## src/rtl/ir_fetch_unit_if.sv

```systemverilog
// Instruction-memory read handshake bundle (MFA/MOC) between the fetch unit and memory.
interface ir_fetch_unit_if;
  logic [31:0] mem_addr;
  logic        mem_mfa;
  logic [31:0] mem_data_in;
  logic        mem_moc;

  modport master (output mem_addr, output mem_mfa, input mem_data_in, input mem_moc);
  modport slave  (input mem_addr, input mem_mfa, output mem_data_in, output mem_moc);
endinterface

```

## src/rtl/ir_fetch_unit.sv

```systemverilog
// Instruction fetch handshake + IR stage with MIPS field decode.
// Optional WAIT-state timeout enabled by defining IR_FETCH_TIMEOUT_EN.
module ir_fetch_unit #(
  parameter logic [31:0] RESET_IR       = 32'h0000_0000,
  parameter int          TIMEOUT_CYCLES = 16
) (
  input  logic                    clk,
  input  logic                    reset,
  input  logic                    fetch,
  input  logic                    flush,
  input  logic [31:0]             pc_in,
  ir_fetch_unit_if.master         mem,
  output logic [31:0]             ir_out,
  output logic [5:0]              opcode,
  output logic [4:0]              rs,
  output logic [4:0]              rt,
  output logic [4:0]              rd,
  output logic [4:0]              shamt,
  output logic [5:0]              funct,
  output logic                    ir_valid,
  output logic                    busy,
  output logic                    fetch_done,
  output logic                    align_err,
  output logic                    fetch_error
);

  if (TIMEOUT_CYCLES < 2 || TIMEOUT_CYCLES > 255) begin : g_bad_timeout
    $error("ir_fetch_unit: TIMEOUT_CYCLES out of range 2..255");
  end

  typedef enum logic [1:0] {IDLE, WAIT, DONE} state_t;

  state_t      state_q, state_d;
  logic [31:0] addr_q, addr_d;
  logic [31:0] ir_q, ir_d;
  logic        valid_q, valid_d;
  logic        align_q, align_d;
  logic        ferr_q, ferr_d;
`ifdef IR_FETCH_TIMEOUT_EN
  localparam logic [7:0] TO_LAST = 8'(TIMEOUT_CYCLES - 1);
  logic [7:0]  cnt_q, cnt_d;
`endif

  always_comb begin
    state_d = state_q;
    addr_d  = addr_q;
    ir_d    = ir_q;
    valid_d = valid_q;
    align_d = align_q;
    ferr_d  = ferr_q;
`ifdef IR_FETCH_TIMEOUT_EN
    cnt_d   = cnt_q;
`endif
    case (state_q)
      IDLE: begin
        if (fetch && !flush) begin
          state_d = WAIT;
          addr_d  = {pc_in[31:2], 2'b00};
          align_d = |pc_in[1:0];
          ferr_d  = 1'b0;
`ifdef IR_FETCH_TIMEOUT_EN
          cnt_d   = 8'd0;
`endif
        end
      end
      WAIT: begin
        if (mem.mem_moc) begin
          ir_d    = mem.mem_data_in;
          valid_d = 1'b1;
          state_d = DONE;
        end
`ifdef IR_FETCH_TIMEOUT_EN
        // Last allowed cycle without MOC: abandon the fetch, IR keeps its old word.
        else if (cnt_q == TO_LAST) begin
          ferr_d  = !flush;
          state_d = IDLE;
        end else begin
          cnt_d = cnt_q + 8'd1;
        end
`endif
      end
      DONE:    state_d = IDLE;
      default: state_d = IDLE;
    endcase
    // Flush overrides everything, including a same-cycle MOC capture.
    if (flush) begin
      state_d = IDLE;
      ir_d    = RESET_IR;
      valid_d = 1'b0;
    end
  end

  always_ff @(posedge clk) begin
    if (reset) begin
      state_q <= IDLE;
      addr_q  <= 32'h0;
      ir_q    <= RESET_IR;
      valid_q <= 1'b0;
      align_q <= 1'b0;
      ferr_q  <= 1'b0;
`ifdef IR_FETCH_TIMEOUT_EN
      cnt_q   <= 8'd0;
`endif
    end else begin
      state_q <= state_d;
      addr_q  <= addr_d;
      ir_q    <= ir_d;
      valid_q <= valid_d;
      align_q <= align_d;
      ferr_q  <= ferr_d;
`ifdef IR_FETCH_TIMEOUT_EN
      cnt_q   <= cnt_d;
`endif
    end
  end

  assign mem.mem_addr = addr_q;
  assign mem.mem_mfa  = (state_q == WAIT);
  assign busy         = (state_q == WAIT) || (state_q == DONE);
  assign fetch_done   = (state_q == DONE);
  assign ir_valid     = valid_q;
  assign align_err    = align_q;
`ifdef IR_FETCH_TIMEOUT_EN
  assign fetch_error  = ferr_q;
`else
  assign fetch_error  = 1'b0;
`endif

  assign ir_out = ir_q;
  assign opcode = ir_q[31:26];
  assign rs     = ir_q[25:21];
  assign rt     = ir_q[20:16];
  assign rd     = ir_q[15:11];
  assign shamt  = ir_q[10:6];
  assign funct  = ir_q[5:0];

endmodule

```

## src/flat_wrapper.sv

```systemverilog
// flat-port wrapper written by rule: the top's interface ports become plain ports
module ir_fetch_unit_flat 
#(
  parameter logic [31:0] RESET_IR       = 32'h0000_0000,
  parameter int          TIMEOUT_CYCLES = 16
)
  (clk, reset, fetch, flush, pc_in, ir_out, opcode, rs, rt, rd, shamt, funct, ir_valid, busy, fetch_done, align_err, fetch_error, mem_mem_addr, mem_mem_mfa, mem_mem_data_in, mem_mem_moc);
  ir_fetch_unit_if mem_i ();
  input  logic clk;
  input  logic reset;
  input  logic fetch;
  input  logic flush;
  input  logic [31:0] pc_in;
  output logic [31:0] ir_out;
  output logic [5:0] opcode;
  output logic [4:0] rs;
  output logic [4:0] rt;
  output logic [4:0] rd;
  output logic [4:0] shamt;
  output logic [5:0] funct;
  output logic ir_valid;
  output logic busy;
  output logic fetch_done;
  output logic align_err;
  output logic fetch_error;
  output wire logic [$bits(mem_i.mem_addr)-1:0] mem_mem_addr;
  output wire logic [$bits(mem_i.mem_mfa)-1:0] mem_mem_mfa;
  input wire logic [$bits(mem_i.mem_data_in)-1:0] mem_mem_data_in;
  input wire logic [$bits(mem_i.mem_moc)-1:0] mem_mem_moc;
  assign mem_mem_addr = mem_i.mem_addr;
  assign mem_mem_mfa = mem_i.mem_mfa;
  assign mem_i.mem_data_in = mem_mem_data_in;
  assign mem_i.mem_moc = mem_mem_moc;
  ir_fetch_unit #(.RESET_IR(RESET_IR), .TIMEOUT_CYCLES(TIMEOUT_CYCLES)) u_core (.clk(clk), .reset(reset), .fetch(fetch), .flush(flush), .pc_in(pc_in), .mem(mem_i), .ir_out(ir_out), .opcode(opcode), .rs(rs), .rt(rt), .rd(rd), .shamt(shamt), .funct(funct), .ir_valid(ir_valid), .busy(busy), .fetch_done(fetch_done), .align_err(align_err), .fetch_error(fetch_error));
endmodule
```

## config.mk

```make
export PLATFORM = sky130hd
export DESIGN_NAME = ir_fetch_unit_flat
export DESIGN_NICKNAME = d
export VERILOG_FILES = /design/src/rtl/ir_fetch_unit_if.sv /design/src/rtl/ir_fetch_unit.sv /design/src/flat_wrapper.sv
export SDC_FILE = /design/constraint.sdc
export NUM_CORES = 1
export LEC_CHECK = 0
export CORE_ASPECT_RATIO = 1.25
export CORE_MARGIN = 8
export CORE_UTILIZATION = 37
export CTS_CLUSTER_SIZE = 25
export DETAILED_ROUTE_END_ITERATION = 10
export PLACE_DENSITY = 0.83
export SLEW_MARGIN = 20
export SYNTH_ARGS = -nofsm -noshare
export SYNTH_HDL_FRONTEND = slang
export SYNTH_SLANG_ARGS = --single-unit
```

## constraint.sdc

```tcl
create_clock -name clk -period 1.45 [get_ports clk]
set_input_delay 0.145 -clock clk [delete_from_list [all_inputs] [get_ports clk]]
set_output_delay 0.145 -clock clk [all_outputs]
set_load 0.01 [all_outputs]
```

==> flow_summary_export.csv, run 1 <==
group,metric,value,unit
cells_and_area,finalNetCount,543,
clock_tree,tritoncts,"done",
clock_tree,clk_latency,340,ps
cells_and_area,syn_to_final_growth,61.11,%
clock_tree,clockBufferDepth,2,
setup_path,regToRegSetupSlack,100,ps
global_routing,grt_overflow_total,0,
setup_path,cp-start-kind,"flop",
synth,synthMuxAreaShare,0.3576,%
hold_path,hold_path.class,"input port to flop",
synth,ys_warn_count,0,
route,ant_nets,0,
global_routing,first_global_vias,2637,
route,drt_iter0_drc,80,
cells_and_area,final.fill_count,624,
hold_path,worstHoldEndpoint,"u_core.mem.mem_addr[18]$_SDFFE_PP0P_",
clock_tree,clk_pin_slew,70,ps
floorplan,dieArea,10620,µm²
clock_tree,cts_buffers,9,
clock_tree,htreeDepth,3,
global_routing,antenna_found_initial,0,
synth,syn_area,2799,µm²
setup_path,regToRegEndpoint,"u_core.align_err$_SDFFE_PP0P_",
clock_tree,postCtsSetupBuffers,0,
synth,ys_seq_area_share,47.21,%
clock_tree,cts_hold_buf,0,
timing,finalCritPeriodShare,97.04,%
synth,synth-compound-area-share,16.05,%
global_routing,grt_start_max_net_pins,32,
setup_path,end_kind,"output port",
setup_path,cp_max_fo,3,
setup_path,cp_slowest_cell,"clkdlybuf4s50_1",
synth,syn_inst,336,
synth,synth_fa_ha_area_share,1.788,%
hold_path,min_path_cells,3,
timing,finalCriticalPeriod,1407,ps
synth,ys_ff_latch,66,
setup_path,r2r-start,"u_core.state_q[0]$_SDFFE_PP0P_",
placement,place_congestion,0.7677,
power,p_leak,1.733,nW
cells_and_area,final_common_cell,"clkdlybuf4s50_1",
timing,clock-skew-final,7.854,ps
floorplan,dieWidth,93.79,µm
clock_tree,cts_root_buf,"clkbuf_8",
setup_path,worstPathArrival,1260,ps
setup_path,slowest_delay,560,ps
cells_and_area,drive_above_1_share,13.26,%
route,drt-wirelength-per-cell,14.67,µm
setup_path,criticalPathCategory,"flop to output port",
setup_path,critPathTopFamily,"buffers and inverters",
timing,fin_setup_tns,0,ps
route,viasPerCell,4.668,
synth,synth_xor_area_share,0,%
floorplan,start_util,38.04,%
placement,port_buffers,167,
setup_path,path_buf_inv,1,
cells_and_area,n_antenna_cell,0,
synth,syn_area_per_cell,8.330,µm²
synth,synth_top_family_by_area,"simple AND/OR/NAND/NOR gates",
route,dr.pass1.iters,5,
floorplan,io_pins,171,
cells_and_area,layout.cells.non_filler,567,
synth,synth-simple-area-share,19.40,%
floorplan,core,7357,µm²
run_status,status,"finished clean",
global_routing,grt_usage,15.01,%
setup_path,crit_required,1310,ps
placement,dp_hpwl,6557,µm
timing,slew_violations,0,
setup_path,worstPathCellList,"clkdlybuf4s50_1",
power,vdd_drop_max,0.6496,mV
route,drc,0,
cells_and_area,final_cell_mix,"clkdlybuf4s50_1 (154), nand2_1 (127), dfxtp_1 (64)",
timing,fmax,0.7107,GHz
power,power_density,848.7,nW/µm²
synth,synthDistinctLibCells,23,
cells_and_area,finalCoreUtilization,61.29,%
route,totalWireLength,8320,µm
run,drv_cap,0,
power,power,3.827,mW
timing,rsz0062_at_grt,"no",
hold_path,min-delay-start,"pc_in[18]",
floorplan,rows,35,
timing,hold_viol,0,
route,vias,2647,
timing,whs,347.6,ps
placement,placedCellCount,551,
timing,setup_viol,0,
global_routing,grt_pass1_wl,12720,µm
clock_tree,clock_sinks,66,
floorplan,chipHeight,113.2,µm
setup_path,rr_worst_depth,6,
## state kept, by name (all words and copies together) (netlist names)
register and count:
u_core.ir_out 32, u_core.mem.mem_addr 30, u_core.state_q 2, u_core.ir_valid 1, u_core.align_err 1
## how the worst max path moves through the flow
stage	endpoint	depth (start not counted)	from	slack [ps]
after floorplan	u_core.ir_out[0]$_SDFFE_PP0P_	6	u_core.state_q[1]$_SDFFE_PP0P_	120
after global placement	u_core.ir_out[3]$_SDFFE_PP0P_	5	mem_mem_moc	70
after detailed placement	u_core.align_err$_SDFFE_PP0P_	5	flush	20
after CTS	busy	3	u_core.state_q[0]$_SDFFE_PP0P_	7
after global routing	ir_out[7]	1	u_core.ir_out[7]$_SDFFE_PP0P_	0.3
final	ir_out[7]	1	u_core.ir_out[7]$_SDFFE_PP0P_	40
## final cells by class
type | count | area [µm²] | share of cell area [%]
multi-input combinational | 213 | 1074 | 23.81
clock inverter | 5 | 30.03 | 0.6659
inverter | 2 | 7.507 | 0.1665
timing repair buffer | 178 | 1818 | 40.32
tap | 92 | 115.1 | 2.553
sequential | 66 | 1324 | 29.36
clock buffer | 11 | 141.4 | 3.135
## synth_stat cells (all sizes together)
| cell | n | share of area [%] |
|---|---|---|
| and3b | 1 | 0.31 |
| dfxtp | 66 | 47 |
| buf | 53 | 14 |
| a21oi | 63 | 15 |
| mux2i | 1 | 0.36 |
| a21boi | 1 | 0.27 |
| o211a | 1 | 0.36 |
| nand3b | 1 | 0.27 |
| nor2 | 4 | 0.54 |
| nand2 | 127 | 17 |
| a21o | 1 | 0.27 |
| nand2b | 1 | 0.22 |
| and2 | 1 | 0.22 |
| inv | 2 | 0.27 |
| clkbuf | 4 | 0.54 |
| nor2b | 1 | 0.22 |
| nor3 | 2 | 0.36 |
| or2 | 1 | 0.22 |
| ha | 4 | 1.8 |
| conb | 1 | 0.13 |
## power by group
group / total [mW] / switching [mW] / internal [mW]
sequential: 1.90 / 0.0292 / 1.87
combinational: 0.592 / 0.243 / 0.348
clock: 1.34 / 0.680 / 0.658
## per-stage QoR
stage | area, µm² | worst slack [ps]
floorplan | 2806 | 118.9
global placement | 4312 | 68.63
detailed placement | 4312 | 23.93
CTS | 4487 | 6.782
global route | 4509 | 0.2979
finish | 4509 | 42.88
## repair_timing
item,4_1_cts,5_1_grt
setup endpoints to repair,3,19
hold endpoints to repair,0,0
gates resized for setup,8,14
## cells by family (layout without fill, tap and decap cells)
kind of cell             Yosys count  count (layout)
AND/OR/NAND/NOR                  139             139
AO/OA/AOI/OAI                     66              66
flip-flops                        66              66
buffers and inverters             59             196
adder cells (fa/ha/maj)            4               4
other                              1               3
multiplexers                       1               1
## tightest hold or removal path, cell delays in order
cell and delay [ps]:
clkdlybuf4s50_1 390, nand2_1 50, a21oi_1 50
## routing by layer
layer  share of wire (%)  GRT usage (%)  vias up
met2                  52          27.23      123
met3                  12          6.887       14
li1                    -              -     1294
met4                 2.0          6.999        0
met5                   0              0        -
met1                  35          13.68     1216
No activity file was read; power rests on OpenSTA's default activity.
==> run 2: changes to the inputs <==
--- a/config.mk
+++ b/config.mk
@@ -5,7 +5,8 @@
 export SDC_FILE = /design/constraint.sdc
 export NUM_CORES = 1
 export LEC_CHECK = 0
-export CORE_ASPECT_RATIO = 1.25
+export ABC_CLOCK_PERIOD_IN_PS = 1450
+export CORE_ASPECT_RATIO = 1.1
 export CORE_MARGIN = 8
 export CORE_UTILIZATION = 37
 export CTS_CLUSTER_SIZE = 25
==> run 2 against run 1 <==
Compared with the run above:
- global-route usage increased by 0.35 points
- flip-flop and latch count is the same
- utilization rose by 0.53 points
- die area decreased by 0.13%
- setup slack improved by 10 ps
- maximum frequency up 0.72%
- hold slack better by 9.2 ps
- clock power rose by 5%
- clock-buffer cell count is 1 lower
- non-clock buffer count fell by 1
- sequential power about the same
- cell area increased by 1.3%
==> flow_summary_export.csv, run 2 (synthesis gave the netlist of run 1 again) <==
group,metric,value,unit
run_status,status,"finished clean",
clock_tree,tritoncts,"done",
route,drt-wirelength-per-cell,15.06,µm
cells_and_area,final_common_cell,"clkdlybuf4s50_1",
floorplan,rows,33,
hold_path,min-delay-start,"pc_in[8]",
global_routing,antenna_found_initial,0,
cells_and_area,ff_latch_area,1324,µm²
clock_tree,clk_pin_slew,60,ps
route,vias,2572,
placement,dp_worst_setup_slack,44.08,ps
cells_and_area,syn_to_final_growth,63.25,%
clock_tree,htreeDepth,3,
floorplan,io_pins,171,
setup_path,slowest_delay,550,ps
hold_path,hold_path.class,"input port to flop",
placement,placed_cell_area,4290,µm²
clock_tree,cts_buffers,9,
floorplan,dieArea,10610,µm²
floorplan,start_util,37.87,%
floorplan,chipHeight,107.2,µm
cells_and_area,postLayoutCellArea,4569,µm²
setup_path,cp.depth,1,
route,drc,0,
setup_path,startpoint,"u_core.ir_out[21]$_SDFFE_PP0P_",
power,p_leak,2.135,nW
timing,rsz0062_at_grt,"yes",
route,ant_nets,0,
run,drv_cap,0,
timing,finalCriticalPeriod,1397,ps
cells_and_area,multi_input_area,1067,µm²
hold_path,min_path_cells,3,
setup_path,cp_slowest_cell,"clkdlybuf4s50_1",
timing,whs,356.8,ps
global_routing,grt_overflow_total,0,
setup_path,crit_required,1310,ps
setup_path,worstPathArrival,1250,ps
timing,slew_violations,0,
cells_and_area,drive_above_1_share,12.50,%
timing,setup_viol,0,
cells_and_area,final.fill_count,624,
route,dr.pass1.iters,4,
global_routing,grt_pass1_wl,13100,µm
setup_path,criticalPathCategory,"flop to output port",
route,drt_iter0_drc,56,
setup_path,r2r-start,"u_core.state_q[0]$_SDFFE_PP0P_",
floorplan,core,7391,µm²
placement,placedCellCount,544,
setup_path,cp-start-kind,"flop",
timing,fmax,0.7158,GHz
route,totalWireLength,8419,µm
cells_and_area,n_antenna_cell,0,
setup_path,path_buf_inv,1,
setup_path,critPathTopFamily,"buffers and inverters",
power,power_density,855.0,nW/µm²
clock_tree,cts_hold_buf,0,
placement,dp_hpwl,6427,µm
setup_path,cp_max_fo,3,
setup_path,worstPathCellList,"clkdlybuf4s50_1",
cells_and_area,layout.cells.non_filler,559,
placement,port_buffers,167,
global_routing,grt_start_max_net_pins,33,
global_routing,first_global_vias,2543,
cells_and_area,largest_register_ffs,32,
floorplan,dieWidth,98.93,µm
timing,hold_viol,0,
timing,clock-skew-final,7.374,ps
timing,setup_ws,53.01,ps
power,vdd_drop_max,0.6432,mV
setup_path,end_kind,"output port",
setup_path,rr_worst_depth,6,
clock_tree,clockBufferDepth,2,
cells_and_area,finalNetCount,542,
clock_tree,clk_latency,340,ps
timing,finalCritPeriodShare,96.34,%
clock_tree,cts_root_buf,"clkbuf_8",
cells_and_area,final_cell_mix,"clkdlybuf4s50_1 (133), nand2_1 (127), dfxtp_1 (64)",
route,viasPerCell,4.601,
cells_and_area,finalCoreUtilization,61.82,%
placement,place_congestion,0.7430,
clock_tree,clock_sinks,66,
global_routing,grt_usage,15.36,%
clock_tree,postCtsSetupBuffers,0,
-- run 2: cell types whose count changed in the layout (fill, tap and decap cells not counted), sizes merged --
cell           change
buf                -1
bufinv             +1
clkbuf             -1
clkdlybuf4s15      +1
clkdlybuf4s50     -21
clkinvlp           -2
dlygate4sd2        -1
dlymetal6s2s      +21
-- run 2: cell type report --
| cell class | count | area share, % |
|---|---|---|
| multi-input combinational | 213 | 23.36 |
| timing repair buffer | 177 | 41.35 |
| clock buffer | 10 | 2.793 |
| sequential | 66 | 28.97 |
| tap | 87 | 2.382 |
| inverter | 2 | 0.1643 |
| clock inverter | 4 | 0.9858 |
-- run 2: path summary, 6_finish.rpt --
check | to | slack, ps
hold reg to reg | u_core.mem.mem_addr[13]$_SDFFE_PP0P_ | 450
setup reg to reg | u_core.mem.mem_addr[9]$_SDFFE_PP0P_ | 80
hold / removal | u_core.mem.mem_addr[8]$_SDFFE_PP0P_ | 360
setup / recovery | rs[0] | 50
-- run 2: power breakdown --
| group | leakage [nW] | switching (mW) | internal (mW) |
|---|---|---|---|
| clock | 0.0918 | 0.644 | 0.766 |
| combinational | 1.51 | 0.245 | 0.353 |
| sequential | 0.536 | 0.0301 | 1.87 |
-- run 2: through the flow --
step,power [mW],TNS (ps)
final,3.907,0
after global routing,4.113,-35.99
after CTS,3.950,0
after detailed placement,2.532,0
after global placement,2.521,0
after floorplan,2.187,0
-- run 2: per-layer routing --
metal	track usage (%)	routed length [µm]	share of wire [%]	up-vias
met5	0	0	0	-
met4	4.940	77	0.91	0
met3	8.944	958	11	9
met2	26.47	4299	51	101
met1	15.21	3084	37	1171
li1	-	-	-	1291
-- run 2: timing repair --
item / 4_1_cts / 5_1_grt
pin swaps: 0 / 0
hold endpoints to repair: 0 / 0
setup endpoints to repair: 3 / 68
cloned: 0 / 1
resized for setup: 9 / 37
